### src/rtl/sys_id_pkg.sv
// Shared types and constants for the sys-id ROM arbiter slice.
package sys_id_pkg;

  typedef enum logic [1:0] {
    IDLE  = 2'd0,
    BURST = 2'd1,
    DRAIN = 2'd2
  } state_t;

  localparam int ROM_ADDR_BITS_DFLT = 6;
  localparam int ROM_DEPTH_DFLT     = 1 << ROM_ADDR_BITS_DFLT;
  localparam int DRAIN_CNT_W        = 2;

  // Identification word exposed for benches and bring-up scripts.
  localparam logic [31:0] CORE_MAGIC = 32'h53594944;

  function automatic int idx_width(input int n);
    return (n > 1) ? $clog2(n) : 1;
  endfunction

endpackage

### src/rtl/sys_id_rr_pick.sv
// Combinational round-robin picker: first set request strictly after rr_ptr.
module sys_id_rr_pick #(
  parameter int NUM_REQ = 2,
  parameter int IDX_W   = 1
) (
  input  logic [NUM_REQ-1:0] req,
  input  logic [IDX_W-1:0]   rr_ptr,
  output logic [NUM_REQ-1:0] gnt,
  output logic [IDX_W-1:0]   idx,
  output logic               any
);

  logic [IDX_W-1:0] j;

  // Walk from lowest to highest priority so the nearest requester overwrites.
  always_comb begin
    gnt = '0;
    idx = '0;
    any = 1'b0;
    j   = '0;
    for (int k = NUM_REQ; k >= 1; k--) begin
      j = IDX_W'((int'(rr_ptr) + k) % NUM_REQ);
      if (req[j]) begin
        gnt    = '0;
        gnt[j] = 1'b1;
        idx    = j;
        any    = 1'b1;
      end
    end
  end

endmodule

### src/rtl/sys_id_rom_arb.sv
// Round-robin burst sequencer sharing one sys-id ROM read port.
// Optional running checksum output enabled by SYS_ID_ROM_ARB_CSUM_EN.
module sys_id_rom_arb
  import sys_id_pkg::*;
#(
  parameter int NUM_REQ       = 2,
  parameter int ROM_WIDTH     = 32,
  parameter int ROM_ADDR_BITS = ROM_ADDR_BITS_DFLT,
  parameter int ROM_LATENCY   = 1,
  localparam int GID_W        = idx_width(NUM_REQ),
  localparam int AW           = ROM_ADDR_BITS
) (
  input  logic                       up_clk,
  input  logic                       up_rstn,
  input  logic [NUM_REQ-1:0]         req_valid,
  input  logic [NUM_REQ*AW-1:0]      req_addr,
  input  logic [NUM_REQ*AW-1:0]      req_len,
  output logic [NUM_REQ-1:0]         req_ready,
  output logic [NUM_REQ-1:0]         rsp_valid,
  output logic [ROM_WIDTH-1:0]       rsp_data,
  output logic                       rsp_last,
  output logic                       busy,
  output logic [GID_W-1:0]           grant_id,
  output logic                       rom_rd_en,
  output logic [AW-1:0]              rom_rd_addr,
  input  logic [ROM_WIDTH-1:0]       rom_rd_data
`ifdef SYS_ID_ROM_ARB_CSUM_EN
  ,
  output logic [ROM_WIDTH-1:0]       rsp_csum
`endif
);

  localparam logic [DRAIN_CNT_W-1:0] DRAIN_LAST = DRAIN_CNT_W'(ROM_LATENCY - 1);

  state_t                  state, state_nxt;
  logic [GID_W-1:0]        rr_ptr;
  logic [AW-1:0]           addr_q, len_q, cnt_q;
  logic [AW-1:0]           sel_addr, sel_len;
  logic [DRAIN_CNT_W-1:0]  drain_q;
  logic [NUM_REQ-1:0]      pick_gnt;
  logic [GID_W-1:0]        pick_idx;
  logic                    pick_any;
  logic                    accept, issue_last;
  logic [ROM_LATENCY-1:0]  vld_p, last_p;
  logic                    beat;

  sys_id_rr_pick #(
    .NUM_REQ (NUM_REQ),
    .IDX_W   (GID_W)
  ) u_pick (
    .req    (req_valid),
    .rr_ptr (rr_ptr),
    .gnt    (pick_gnt),
    .idx    (pick_idx),
    .any    (pick_any)
  );

  always_comb begin
    sel_addr = '0;
    sel_len  = '0;
    for (int i = 0; i < NUM_REQ; i++) begin
      if (pick_gnt[i]) begin
        sel_addr = req_addr[i*AW +: AW];
        sel_len  = req_len[i*AW +: AW];
      end
    end
  end

  // The accept pulse is masked while reset is held so every output reads 0.
  always_comb begin
    state_nxt  = state;
    accept     = 1'b0;
    rom_rd_en  = 1'b0;
    issue_last = 1'b0;
    case (state)
      IDLE: begin
        if (pick_any && up_rstn) begin
          accept    = 1'b1;
          state_nxt = BURST;
        end
      end
      BURST: begin
        rom_rd_en  = 1'b1;
        issue_last = (cnt_q == len_q);
        if (issue_last) state_nxt = DRAIN;
      end
      DRAIN: begin
        if (drain_q == DRAIN_LAST) state_nxt = IDLE;
      end
      default: state_nxt = IDLE;
    endcase
  end

  always_ff @(posedge up_clk or negedge up_rstn) begin
    if (!up_rstn) begin
      state    <= IDLE;
      rr_ptr   <= GID_W'(NUM_REQ - 1);
      grant_id <= '0;
      addr_q   <= '0;
      len_q    <= '0;
      cnt_q    <= '0;
      drain_q  <= '0;
    end else begin
      state <= state_nxt;
      if (accept) begin
        rr_ptr   <= pick_idx;
        grant_id <= pick_idx;
        addr_q   <= sel_addr;
        len_q    <= sel_len;
        cnt_q    <= '0;
      end else if (rom_rd_en) begin
        addr_q <= addr_q + AW'(1);
        cnt_q  <= cnt_q + AW'(1);
      end
      drain_q <= (state == DRAIN) ? drain_q + DRAIN_CNT_W'(1) : '0;
    end
  end

  // Stage p0..pN-1: valid/last flags ride alongside each outstanding ROM read.
  always_ff @(posedge up_clk or negedge up_rstn) begin
    if (!up_rstn) begin
      vld_p  <= '0;
      last_p <= '0;
    end else begin
      vld_p[0]  <= rom_rd_en;
      last_p[0] <= issue_last;
      for (int k = 1; k < ROM_LATENCY; k++) begin
        vld_p[k]  <= vld_p[k-1];
        last_p[k] <= last_p[k-1];
      end
    end
  end

  assign beat        = vld_p[ROM_LATENCY-1];
  assign rsp_last    = beat & last_p[ROM_LATENCY-1];
  assign rsp_data    = beat ? rom_rd_data : '0;
  assign busy        = (state != IDLE);
  assign rom_rd_addr = addr_q;

  always_comb begin
    req_ready = accept ? pick_gnt : '0;
    rsp_valid = '0;
    for (int i = 0; i < NUM_REQ; i++) begin
      rsp_valid[i] = beat && (grant_id == GID_W'(i));
    end
  end

`ifdef SYS_ID_ROM_ARB_CSUM_EN
  logic [ROM_WIDTH-1:0] csum_acc, csum_hold, csum_sum;

  assign csum_sum = csum_acc + rom_rd_data;

  always_ff @(posedge up_clk or negedge up_rstn) begin
    if (!up_rstn) begin
      csum_acc  <= '0;
      csum_hold <= '0;
    end else begin
      if (accept)    csum_acc <= '0;
      else if (beat) csum_acc <= csum_sum;
      if (rsp_last)  csum_hold <= csum_sum;
    end
  end

  // Live sum during beats so the final total appears alongside rsp_last.
  assign rsp_csum = beat ? csum_sum : csum_hold;
`endif

  for (genvar i = 0; i < NUM_REQ; i++) begin : g_hs_chk
    a_hold_valid : assert property (@(posedge up_clk) disable iff (!up_rstn)
      (req_valid[i] && !req_ready[i]) |=> req_valid[i]);
  end

endmodule

### config.mk
export PLATFORM = sky130hd
export DESIGN_NAME = sys_id_rom_arb
export DESIGN_NICKNAME = d
export VERILOG_FILES = /design/src/rtl/sys_id_pkg.sv /design/src/rtl/sys_id_rr_pick.sv /design/src/rtl/sys_id_rom_arb.sv
export SDC_FILE = /design/constraint.sdc
export NUM_CORES = 1
export LEC_CHECK = 0
export CORE_ASPECT_RATIO = 1.25
export CORE_MARGIN = 3
export CORE_UTILIZATION = 32
export DETAILED_ROUTE_END_ITERATION = 16
export PLACE_DENSITY = 0.8
export SLEW_MARGIN = 10
export SYNTH_ARGS = -nofsm -noshare
export SYNTH_HDL_FRONTEND = slang
export SYNTH_SLANG_ARGS = --single-unit
### constraint.sdc
create_clock -name up_clk -period 1.6 [get_ports up_clk]
set_clock_uncertainty 0.2 [all_clocks]
set_input_delay 0.48 -clock up_clk [delete_from_list [all_inputs] [get_ports up_clk]]
set_output_delay 0.48 -clock up_clk [all_outputs]
set_load 0.02 [all_outputs]
==> results.py <==
metrics = {
    "synth": {
        "syn_inst": 167,
        "ys.flop_type": "dfrtp_1",
        "post_synth.cell_area_avg_um2": 9.45,
        "yosys_warnings": 0,
        "async_flop_share_pct": 100,
        "synth.ff_latch_count": 26,
        "synth_fp_nets": 230,
        "netlist_area_um2": 1580,
        "synth-edff-count": 0,
        "ys_seq_area_share_pct": 41.3,
        "synth_cell_types": 39,
    },
    "worst_setup_path": {
        "cp.required_ns": 0.92,
        "slowest_delay_ns": 0.40,
        "crit_slowest_cell": "dfrtp_1",
        "path_buf_inv": 2,
        "cp_top_family": "simple AND/OR/NAND/NOR gates",
        "criticalPathCategory": "reg2out",
        "arrival_ns": 1.35,
        "crit_chain": "buf_6, nor3b_4, and3_4, buf_6",
        "end_kind": "primary output",
        "worst_setup_path_start_kind": "register",
        "path_max_fanout": 3,
        "cp_common_cell": "buf_6",
    },
    "clock_network": {
        "cts_tree": "yes",
        "cts_buffers": 3,
        "clk_latency_ns": 0.27,
        "hold_buffers": 0,
        "clock_sinks": 26,
        "clkTransAtPathRegs_ns": 0.09,
        "cts_root_buf": "clkbuf_8",
        "htree_levels": 1,
        "clockBufferDepth": 2,
    },
    "floorplan": {
        "die_area_um2": 5810,
        "die_height_um": 84.5,
        "die_x_um": 68.8,
        "start_util_pct": 34.3,
        "coreArea_um2": 4590,
        "io_pins": 106,
        "num_rows": 27,
    },
    "global_routing": {
        "grt_pass1_wl_mm": 8.29,
        "antenna_found_initial": 0,
        "grt_overflow": 0,
        "grt_pass1_vias": 1714,
        "grt_max_degree": 27,
        "track_usage_pct": 18.4,
    },
    "sta": {
        "finalMaxSlewViolations": 0,
        "fin_ws_ns": -0.426,
        "holdWs_ns": 0.149,
        "relSlewSlack_pct": 77.4,
        "fin_crit_ns": 2.03,
        "fmax_mhz": 494,
        "worstMarginPinSlew_ns": 0.339,
        "finalHoldViolations": 0,
        "timing.final.crit_share_pct": 127,
        "setup_violations": 55,
        "grt_setup_unrepaired": "true",
    },
    "job": {
        "maxCapViolCount": 0,
    },
    "layout": {
        "layout-drive-gt1-share_pct": 44.7,
        "regArea_um2": 653,
        "layout_commonest_cell": "buf_6",
        "area_delta_synth_final_pct": 97.5,
        "final_cell_mix": "48 x buf_6, 34 x and2_4, 29 x dlygate4sd2_1",
        "nets": 364,
        "n_antenna_cell": 0,
        "fillers": 356,
        "multi_input_area_um2": 945,
    },
    "pwr": {
        "power.internal_uw": 3100,
        "clockPowerShare_pct": 7.5,
        "seqPwrFrac_pct": 22.7,
        "cellPowerDensity_nw_per_um2": 1650,
        "ir_drop_uv": 1190,
        "p_sw_uw": 2040,
        "leakagePower_uw": 0.00154,
        "total_power_uw": 5140,
        "combPwrFrac_pct": 69.8,
        "netSwitchingFraction_pct": 39.6,
    },
    "routing": {
        "wl_mm": 5.57,
        "first_pass_iters": 5,
        "wire_per_inst_um": 15.6,
        "via_per_inst": 4.94,
        "post-route-drc-count": 0,
        "ant_nets": 0,
        "drt-initial-drc-count": 60,
        "num_vias": 1767,
    },
    "placement": {
        "place_hpwl_mm": 3.86,
        "gp_congestion": 0.816,
        "portBuffers": 105,
    },
    "hold_path": {
        "hp-class": "in2async",
    },
    "run_status": {
        "outcome": "finished, violations left",
        "violations": "setup timing",
    },
}
## power by group through the flow
stage | sequential (uW) | clock, uW | combinational [uW]
2_1_floorplan | 1260 | 0 | 1430
3_3_place_gp | 1150 | 0 | 2880
3_5_place_dp | 1150 | 0 | 2910
4_1_cts | 1160 | 393 | 3410
5_1_grt | 1200 | 426 | 3880
6_report | 1170 | 384 | 3590
## state kept, by name (all words and copies together), names as in the netlist
signal and flops:
drain_q 2, state 2, rr_ptr 1, rom_rd_addr 6
len_q 6, beat 1, cnt_q 6, last_p 1
grant_id 1
## worst paths after layout
check                           start             end  slack (ns)  cells past startpoint
max in group asynchronous     up_rstn          rr_ptr        0.75                      2
min                           up_rstn  rom_rd_addr[4]        0.15                      2
max                          state[0]    req_ready[1]       -0.43                      4
min reg2reg                drain_q[0]      drain_q[0]        0.23                      1
min in group up_clk        drain_q[0]      drain_q[0]        0.23                      1
max reg2reg                  state[0]  rom_rd_addr[5]       -0.21                      6
## synthesized netlist by cell type, drive strengths merged, types with 4 or more instances
| master | number | area [um2] |
|---|---|---|
| nand3 | 7 | 35.0 |
| and2 | 35 | 220 |
| a21o | 4 | 31.3 |
| nor2 | 10 | 37.5 |
| a222oi | 8 | 80.1 |
| dfrtp | 25 | 626 |
| nand2 | 11 | 41.3 |
| inv | 10 | 37.5 |
| buf | 6 | 68.8 |
| a22oi | 5 | 42.5 |
| xor2 | 5 | 43.8 |
| o21ai | 7 | 35.0 |
## worst register-to-register path: stages (launching register included)
cell      delay (ns)
dfrtp_1         0.40
buf_6           0.13
nor3b_4         0.20
and3_4          0.23
buf_4           0.24
a22oi_1         0.10
a211oi_1        0.22
## logic make-up after synthesis
kind of cell,after synthesis,synth area share (%)
AND/OR/NAND/NOR,77,27.8
AO/OA/AOI/OAI,34,16.6
flip-flops,26,41.3
buffers and inverters,19,7.45
XOR/XNOR,7,3.89
adder cells (fa/ha/maj),3,2.38
multiplexers,1,0.634
## cell type report
| class | count | area share, % |
|---|---|---|
| repair buffers | 138 | 43.7 |
| multi-input cells | 122 | 30.3 |
| flip-flops and latches | 26 | 21.0 |
| well taps | 58 | 2.33 |
| clock buffers | 4 | 1.45 |
| inverters | 10 | 1.20 |
## repair_timing
item,in CTS,in global routing
pin swaps,37,38
gates cloned,2,2
resized for setup,328,24
endpoints found under the setup margin,67,61
buffers inserted,5,4
## routing by layer
metal | part of all wire [%] | global-route usage (%) | vias to the layer above
met5 | 0 | 0 | -
met4 | 0.86 | 4.79 | 0
met3 | 13 | 6.43 | 5
met2 | 48 | 29.7 | 96
met1 | 38 | 22.9 | 815
li1 | - | - | 851
## metrics by stage
stage / instances / utilization, % / setup TNS (ns) / setup WS [ns] / cell area [um2]
after floorplan: 167 / - / -0.975 / -0.192 / 1600
after global placement: 343 / 61.1 / -37.44 / -1.05 / 2810
after detailed placement: 343 / 61.1 / -38.23 / -1.08 / 2810
after CTS: 354 / 65.9 / -14.35 / -0.427 / 3030
after global routing: 358 / 67.8 / -15.47 / -0.477 / 3120
final: 358 / 67.8 / -12.61 / -0.426 / 3120
No activity file was read; power rests on OpenSTA's default activity.
